[src/rtl/pingpong_pkg.sv]
// Shared definitions for the ping-pong bank-ownership controller:
// bank-state encoding, default address width and the frame-length clamp.
package pingpong_pkg;

  localparam logic BANK_EMPTY = 1'b0;
  localparam logic BANK_FULL  = 1'b1;

  localparam int DEF_ADDR_W = 7;

  // A bank holds at most 2^addr_w bytes; longer reported lengths saturate.
  function automatic logic [31:0] len_clamp(input logic [31:0] len,
                                            input int unsigned addr_w);
    logic [31:0] limit;
    limit = 32'd1 << addr_w;
    return (len > limit) ? limit : len;
  endfunction

endpackage

[src/rtl/pingpong_bank_ctrl_sat_cnt8.sv]
// 8-bit saturating event counter with synchronous clear; clear wins over inc.
module sat_cnt8 (
  input  logic       clk,
  input  logic       rst,
  input  logic       clr,
  input  logic       inc,
  output logic [7:0] count
);

  always_ff @(posedge clk or posedge rst) begin
    if (rst) begin
      count <= 8'd0;
    end else if (clr) begin
      count <= 8'd0;
    end else if (inc && (count != 8'hFF)) begin
      count <= count + 8'd1;
    end
  end

endmodule

[src/rtl/pingpong_bank_ctrl.sv]
// Two-bank ping-pong ownership controller: tracks EMPTY/FULL per bank, steers
// producer and consumer, latches frame lengths and flags protocol violations.
// Build option: define PINGPONG_ERR_CNT_EN to get saturating error counters.
module pingpong_bank_ctrl
  import pingpong_pkg::*;
#(
  parameter int ADDR_W = DEF_ADDR_W,
  parameter int LEN_W  = ADDR_W + 1
) (
  input  logic             clk,
  input  logic             rst,
  input  logic             wr_finish,
  input  logic [LEN_W-1:0] wr_len,
  output logic             wr_ready,
  output logic             wr_bank,
  input  logic             rd_finish,
  output logic             rd_ready,
  output logic             rd_bank,
  output logic [LEN_W-1:0] rd_len,
  output logic [1:0]       frames,
  input  logic             err_clr,
  output logic             wr_ovr,
  output logic             rd_udr,
  output logic [7:0]       wr_ovr_cnt,
  output logic [7:0]       rd_udr_cnt
);

  // Handshake: a finish pulse is accepted only when the matching ready is
  // high at that edge; otherwise it is rejected, changes no bank state and
  // is recorded as an error. Ready/bank outputs depend only on registered
  // state, so the producer/consumer see the result one cycle later.

  logic [1:0]       bank_q;
  logic             wp_q;
  logic             rp_q;
  logic [LEN_W-1:0] len_q [2];

  logic             wr_acc;
  logic             wr_rej;
  logic             rd_acc;
  logic             rd_rej;
  logic [LEN_W-1:0] len_in;

  assign wr_ready = (bank_q[wp_q] == BANK_EMPTY);
  assign wr_bank  = wp_q;
  assign rd_ready = (bank_q[rp_q] == BANK_FULL);
  assign rd_bank  = rp_q;
  assign rd_len   = len_q[rp_q];
  assign frames   = {1'b0, bank_q[0]} + {1'b0, bank_q[1]};

  assign wr_acc = wr_finish &  wr_ready;
  assign wr_rej = wr_finish & ~wr_ready;
  assign rd_acc = rd_finish &  rd_ready;
  assign rd_rej = rd_finish & ~rd_ready;

  assign len_in = LEN_W'(len_clamp(32'(wr_len), ADDR_W));

  // A write needs bank[wp] EMPTY and a read needs bank[rp] FULL, so the two
  // acceptances never target the same bank in one cycle.
  always_ff @(posedge clk or posedge rst) begin
    if (rst) begin
      bank_q   <= {BANK_EMPTY, BANK_EMPTY};
      wp_q     <= 1'b0;
      rp_q     <= 1'b0;
      len_q[0] <= '0;
      len_q[1] <= '0;
    end else begin
      if (wr_acc) begin
        bank_q[wp_q] <= BANK_FULL;
        len_q[wp_q]  <= len_in;
        wp_q         <= ~wp_q;
      end
      if (rd_acc) begin
        bank_q[rp_q] <= BANK_EMPTY;
        rp_q         <= ~rp_q;
      end
    end
  end

  always_ff @(posedge clk or posedge rst) begin
    if (rst) begin
      wr_ovr <= 1'b0;
      rd_udr <= 1'b0;
    end else if (err_clr) begin
      wr_ovr <= 1'b0;
      rd_udr <= 1'b0;
    end else begin
      if (wr_rej) wr_ovr <= 1'b1;
      if (rd_rej) rd_udr <= 1'b1;
    end
  end

`ifdef PINGPONG_ERR_CNT_EN
  sat_cnt8 u_wr_ovr_cnt (
    .clk   (clk),
    .rst   (rst),
    .clr   (err_clr),
    .inc   (wr_rej),
    .count (wr_ovr_cnt)
  );

  sat_cnt8 u_rd_udr_cnt (
    .clk   (clk),
    .rst   (rst),
    .clr   (err_clr),
    .inc   (rd_rej),
    .count (rd_udr_cnt)
  );
`else
  assign wr_ovr_cnt = 8'd0;
  assign rd_udr_cnt = 8'd0;
`endif

endmodule
[config.mk]
export PLATFORM = sky130hd
export DESIGN_NAME = pingpong_bank_ctrl
export DESIGN_NICKNAME = d
export VERILOG_FILES = /design/src/rtl/pingpong_pkg.sv /design/src/rtl/pingpong_bank_ctrl_sat_cnt8.sv /design/src/rtl/pingpong_bank_ctrl.sv
export SDC_FILE = /design/constraint.sdc
export NUM_CORES = 1
export LEC_CHECK = 0
export CORE_MARGIN = 10
export CORE_UTILIZATION = 39
export DETAILED_ROUTE_END_ITERATION = 8
export PLACE_DENSITY = 0.77
export SYNTH_ARGS = -nofsm -noshare
export SYNTH_HDL_FRONTEND = slang
export SYNTH_SLANG_ARGS = --single-unit
[constraint.sdc]
create_clock -name clk -period 1.3 [get_ports clk]
set_input_delay 0.195 -clock clk [delete_from_list [all_inputs] [get_ports clk]]
set_output_delay 0.195 -clock clk [all_outputs]
set_load 0.05 [all_outputs]
After elaboration in Yosys (flattened, before gate mapping)
Index checks and enable logic that the tools add are counted.

operators by class
  $add $sub $neg = 1
  order comparisons = 8
  multiplexer cells = 21
  bitwise logic cells = 13
  reductions and logical operators = 5

operator list
  cell                                                                           number
  8-bit 2-to-1 mux                                                               5
  16-bit bitwise mux                                                             1
  1-bit 2-to-1 mux                                                               10
  8-bit demux with 1-bit select                                                  1
  8-bit > comparator (second input constant)                                     1
  1-bit AND                                                                      4
  2-bit greater-or-equal comparator (second input constant)                      2
  1-bit by 2-bit less-than comparator with 1-bit output (second input constant)  2
  2-bit 2-to-1 mux                                                               2
  1-bit NOT                                                                      4
  1-bit NOT with 2-bit output                                                    2
  2-bit nonzero test                                                             2
  1-bit logical AND                                                              3
  1-bit by 1-bit adder with 2-bit output                                         1
  2-bit AND                                                                      1
  1-bit demux with 1-bit select                                                  2
  1-bit greater-or-equal comparator (second input constant)                      2
  2-bit by 1-bit less-than comparator with 1-bit output (second input constant)  1
  2-bit NOT                                                                      1
  2-bit bitwise OR                                                               1

word-level totals
  register bits = 22
  input port bits = 13
  output and inout bits = 32
  logic and storage cells = 55

Longest topological paths before layout
  word-level depth = 8
  mapped depth = 3
  mapped depth without buffers = 2

Worst setup path before layout
Ideal clock, no wire load.

  kind = register to register
  start point = register wp_q, in the netlist wr_bank
  end point = register wr_ovr
  library setup time = 181 ps
  arrival time = 1848 ps
  required time = 1119 ps
  slack = -729 ps
  stages on the path, launching flop included = 3
  buffers on the path = 0
  clock period less this slack = 2029 ps
  cell sequence = dfrtp_1 -> mux2i_1 -> o22ai_1

between the ends
  cells in the longest elaborated chain, start to end = 4

RTL lines
  item                                                  line                      text
  from (decl)                                           pingpong_bank_ctrl.sv:34  logic wp_q;
  from (signal assigned)                                pingpong_bank_ctrl.sv:71  wp_q <= ~wp_q;
  1-bit 2-to-1 mux (not written as such) (2 in series)  pingpong_bank_ctrl.sv:44  assign wr_ready = (bank_q[wp_q] == BANK_EMPTY);
  1-bit AND                                             pingpong_bank_ctrl.sv:52  assign wr_rej = wr_finish & ~wr_ready;
  2-bit nonzero test (no source line)                   --
  to (signal assigned)                                  pingpong_bank_ctrl.sv:82  wr_ovr <= 1'b0;
  to (signal assigned)                                  pingpong_bank_ctrl.sv:85  wr_ovr <= 1'b0;
  to (signal assigned)                                  pingpong_bank_ctrl.sv:88  if (wr_rej) wr_ovr <= 1'b1;
  to (decl)                                             pingpong_bank_ctrl.sv:22  output logic wr_ovr,

No other way between the ends. The select of a mux whose other input is x is not followed.
A chain may end at the register's enable or synchronous reset.

Worst setup path in the final report
  start point = register rp_q, in the netlist rd_bank
  end point = output rd_ready

between the ends
  cells in the longest elaborated chain, start to end = 2

RTL lines
  item                                                  line                      text
  from (decl)                                           pingpong_bank_ctrl.sv:35  logic rp_q;
  from (signal assigned)                                pingpong_bank_ctrl.sv:75  rp_q <= ~rp_q;
  1-bit 2-to-1 mux (not written as such) (2 in series)  pingpong_bank_ctrl.sv:46  assign rd_ready = (bank_q[rp_q] == BANK_FULL);
  to (decl)                                             pingpong_bank_ctrl.sv:17  output logic rd_ready,

No other way between the ends. The select of a mux whose other input is x is not followed.

==> flow_summary.toml <==
[status]
status = "finished, violations left"
violations = "negative setup slack"

[die]
dieWidth_um = 74.6
dieArea_um2 = 5570
io_pins = 45
die_h_um = 74.6
core_um2 = 2810
rows = 19
start_util_pct = 41.5

[critical_path]
r2r_end = "len_q[9]"
cp.arrival_ns = 1.41
worst-path-buf-inv = 2
r2r_cells = 4
path_cells = "buf_4, mux2_4, buf_8"
cpPeakStageDelay_ns = 0.47
crit_path_top_delay_cell = "dfrtp_2"
cp_top_family = "flip-flops"
worstPathRequired_ns = 1.11
path_depth = 3
r2r_slack_ns = -0.15
critPathLaunchType = "flop"
worstSetupEndpointType = "output port"
rr_startpoint = "bank_q[0]"
crit_fanout = 5
critPathKind = "reg2out"

[global_route]
grt_usage_pct = 12.1
antenna_found_initial = 0
overflow = 0
grt_max_degree = 23
grt_pass1_vias = 925
grt_pass1_wl_um = 5120

[pwr]
switching_share_pct = 42.0
clkPwrFrac_pct = 9.0
seq_power_share_pct = 20.4
p_leak_nw = 0.933
p_comb_share_pct = 70.6
intPower_mw = 3.47
switchingPower_mw = 2.51
power.density_nw_per_um2 = 3140
irDropWorstVdd_uv = 2160
finalPower_mw = 5.98

[timing]
hold-worst-slack_ns = 0.197
fin_setup_tns_ns = -4.46
setup_viol = 30
rsz0062_at_grt = "yes"
worst_slack_ns = -0.304
finalCritPeriodShare_pct = 123
fmax_ghz = 0.623
worst_clock_skew_ns = 0.00989
hold_viol = 0
slew_violations = 0
fin_crit_ns = 1.60

[detailed_routing]
vias = 826
drc = 0
routedWlPerCell_um = 19.5
wl_um = 3330
vias_per_cell = 4.83
first_pass_iters = 4
drtIter0Drc = 10
ant_nets = 0

[clock_tree]
cts-buffers-inserted = 3
root_buffer = "clkbuf_4"
cts-htree-levels = 1
hold_buffers = 0
path_clk_slew_ns = 0.13
cts_tree = "yes"
clock_path_buffers = 2
clk_latency_ns = 0.32
numClockSinks = 22

[placed_design]
dp_hpwl_um = 2050
dpl_cell_area_um2 = 1620
gp_congestion = 0.725
portBuffers = 28
dp_cells = 157

[flow_run]
maxCapViolCount = 0

[synth]
yosys_register_bits = 22
synth_top_flop_cell = "dfrtp_1"
synthTopCellsByArea = "dfrtp_1 (47%), mux2_2 (24%), buf_4 (10%), and2b_1 (3.9%), nand2b_1 (2.2%)"
yosysSeqAreaShare_pct = 47.3
synth_most_common_cell = "mux2_2"
yosys.area.top_type = "dfrtp_1"
synth_area_um2 = 1160
synth_cell_types = 20
synth_commonest_cells = "mux2_2 (25), dfrtp_1 (22), buf_4 (16), and2b_1 (6)"
netlist_instances = 93
synth_top_area_share_pct = 47.3
synth-edff-count = 0
avgSynthCellArea_um2 = 12.5
async_flop_share_pct = 100
yosys_warnings = 0

[final_layout]
n_antenna_cell = 0
final_cells = 171
stdcell_area_um2 = 1900
drive_gt1_share_pct = 50.0
area_growth_pct = 63.5
nets = 155

[worst_hold_path]
hold_path_class = "in2async"
==> state kept, by name (all words and copies together) (netlist names) <==
name / count
rd_bank: 1
rd_udr: 1
wr_ovr: 1
bank_q: 2
len_q: 16
wr_bank: 1
==> metrics by stage <==
step           utilization [%]  setup slack [ns]
3_5_place_dp              57.6            -0.270
2_1_floorplan                -            -0.114
5_1_grt                   67.8            -0.356
3_3_place_gp              57.6            -0.253
4_1_cts                   65.3            -0.271
6_report                  67.8            -0.304
==> how the worst max path moves through the flow <==
stage | startpoint | endpoint
finish | rd_bank | rd_ready
global route | rd_bank | rd_ready
CTS | rd_bank | rd_len[1]
detailed placement | wr_finish | len_q[11]
global placement | wr_finish | len_q[0]
floorplan | wr_bank | len_q[15]
==> power groups by stage <==
| stage | combinational, mW | sequential (mW) | clock [mW] |
|---|---|---|---|
| 2_1_floorplan | 2.06 | 1.38 | 0 |
| 3_3_place_gp | 3.34 | 1.25 | 0 |
| 3_5_place_dp | 3.37 | 1.27 | 0 |
| 4_1_cts | 4.01 | 1.20 | 0.533 |
| 5_1_grt | 4.41 | 1.26 | 0.576 |
| 6_report | 4.22 | 1.22 | 0.538 |
==> what timing repair did <==
action	4_1_cts	5_1_grt
gates cloned	0	1
buffers inserted	7	4
gates resized for setup	27	9
pin swaps	1	1
setup endpoints to repair	13	31
==> worst reg2reg max path, stage by stage (launching register included) <==
cell       delay (ns)
dfrtp_1          0.44
buf_6            0.14
nor3b_4          0.28
clkbuf_16        0.21
mux2_4           0.29
==> cell usage in the layout (no fill, tap or decap), types with 2 or more instances in the layout <==
master and instances:
dfrtp_1 20, o22ai_1 2, mux2_2 2, inv_1 4
clkbuf_4 3, buf_8 4, clkdlybuf4s50_1 12, conb_1 16
a21oi_1 2, mux2_4 23, and2b_1 6, nand2b_1 4
buf_4 3, dfrtp_2 2, buf_12 10, buf_6 16
==> cell families (layout without fill, tap and decap cells) <==
| kind of cell | count (synthesis) | after routing | share of synthesized area (%) |
|---|---|---|---|
| other | 1 | 16 | 0.322 |
| adders and majority gates | 1 | 1 | 1.08 |
| buffers and inverters | 22 | 54 | 13.0 |
| DFF | 22 | 22 | 47.3 |
| muxes | 26 | 26 | 25.1 |
| and+or+nand+nor | 14 | 14 | 9.35 |
| AOI/OAI and AO/OA | 7 | 7 | 3.87 |
==> routing by layer <==
metal  share of wire (%)  global-route usage (%)  vias to the layer above
met5                   0                       0                        -
met4                 1.9                    3.57                        0
met3                 7.5                    3.81                        6
met2                  54                    21.8                       36
met1                  37                    13.3                      407
li1                    -                       -                      377
==> final cells by class <==
cell class,count,area (um2)
repair buffers,46,608
clock inverters,1,30.0
multi-input cells,64,636
inverters,4,15.0
fillers,189,902
well taps,31,38.8
flip-flops and latches,22,553
clock buffers,3,22.5
Power figures use the tool's default switching activity.
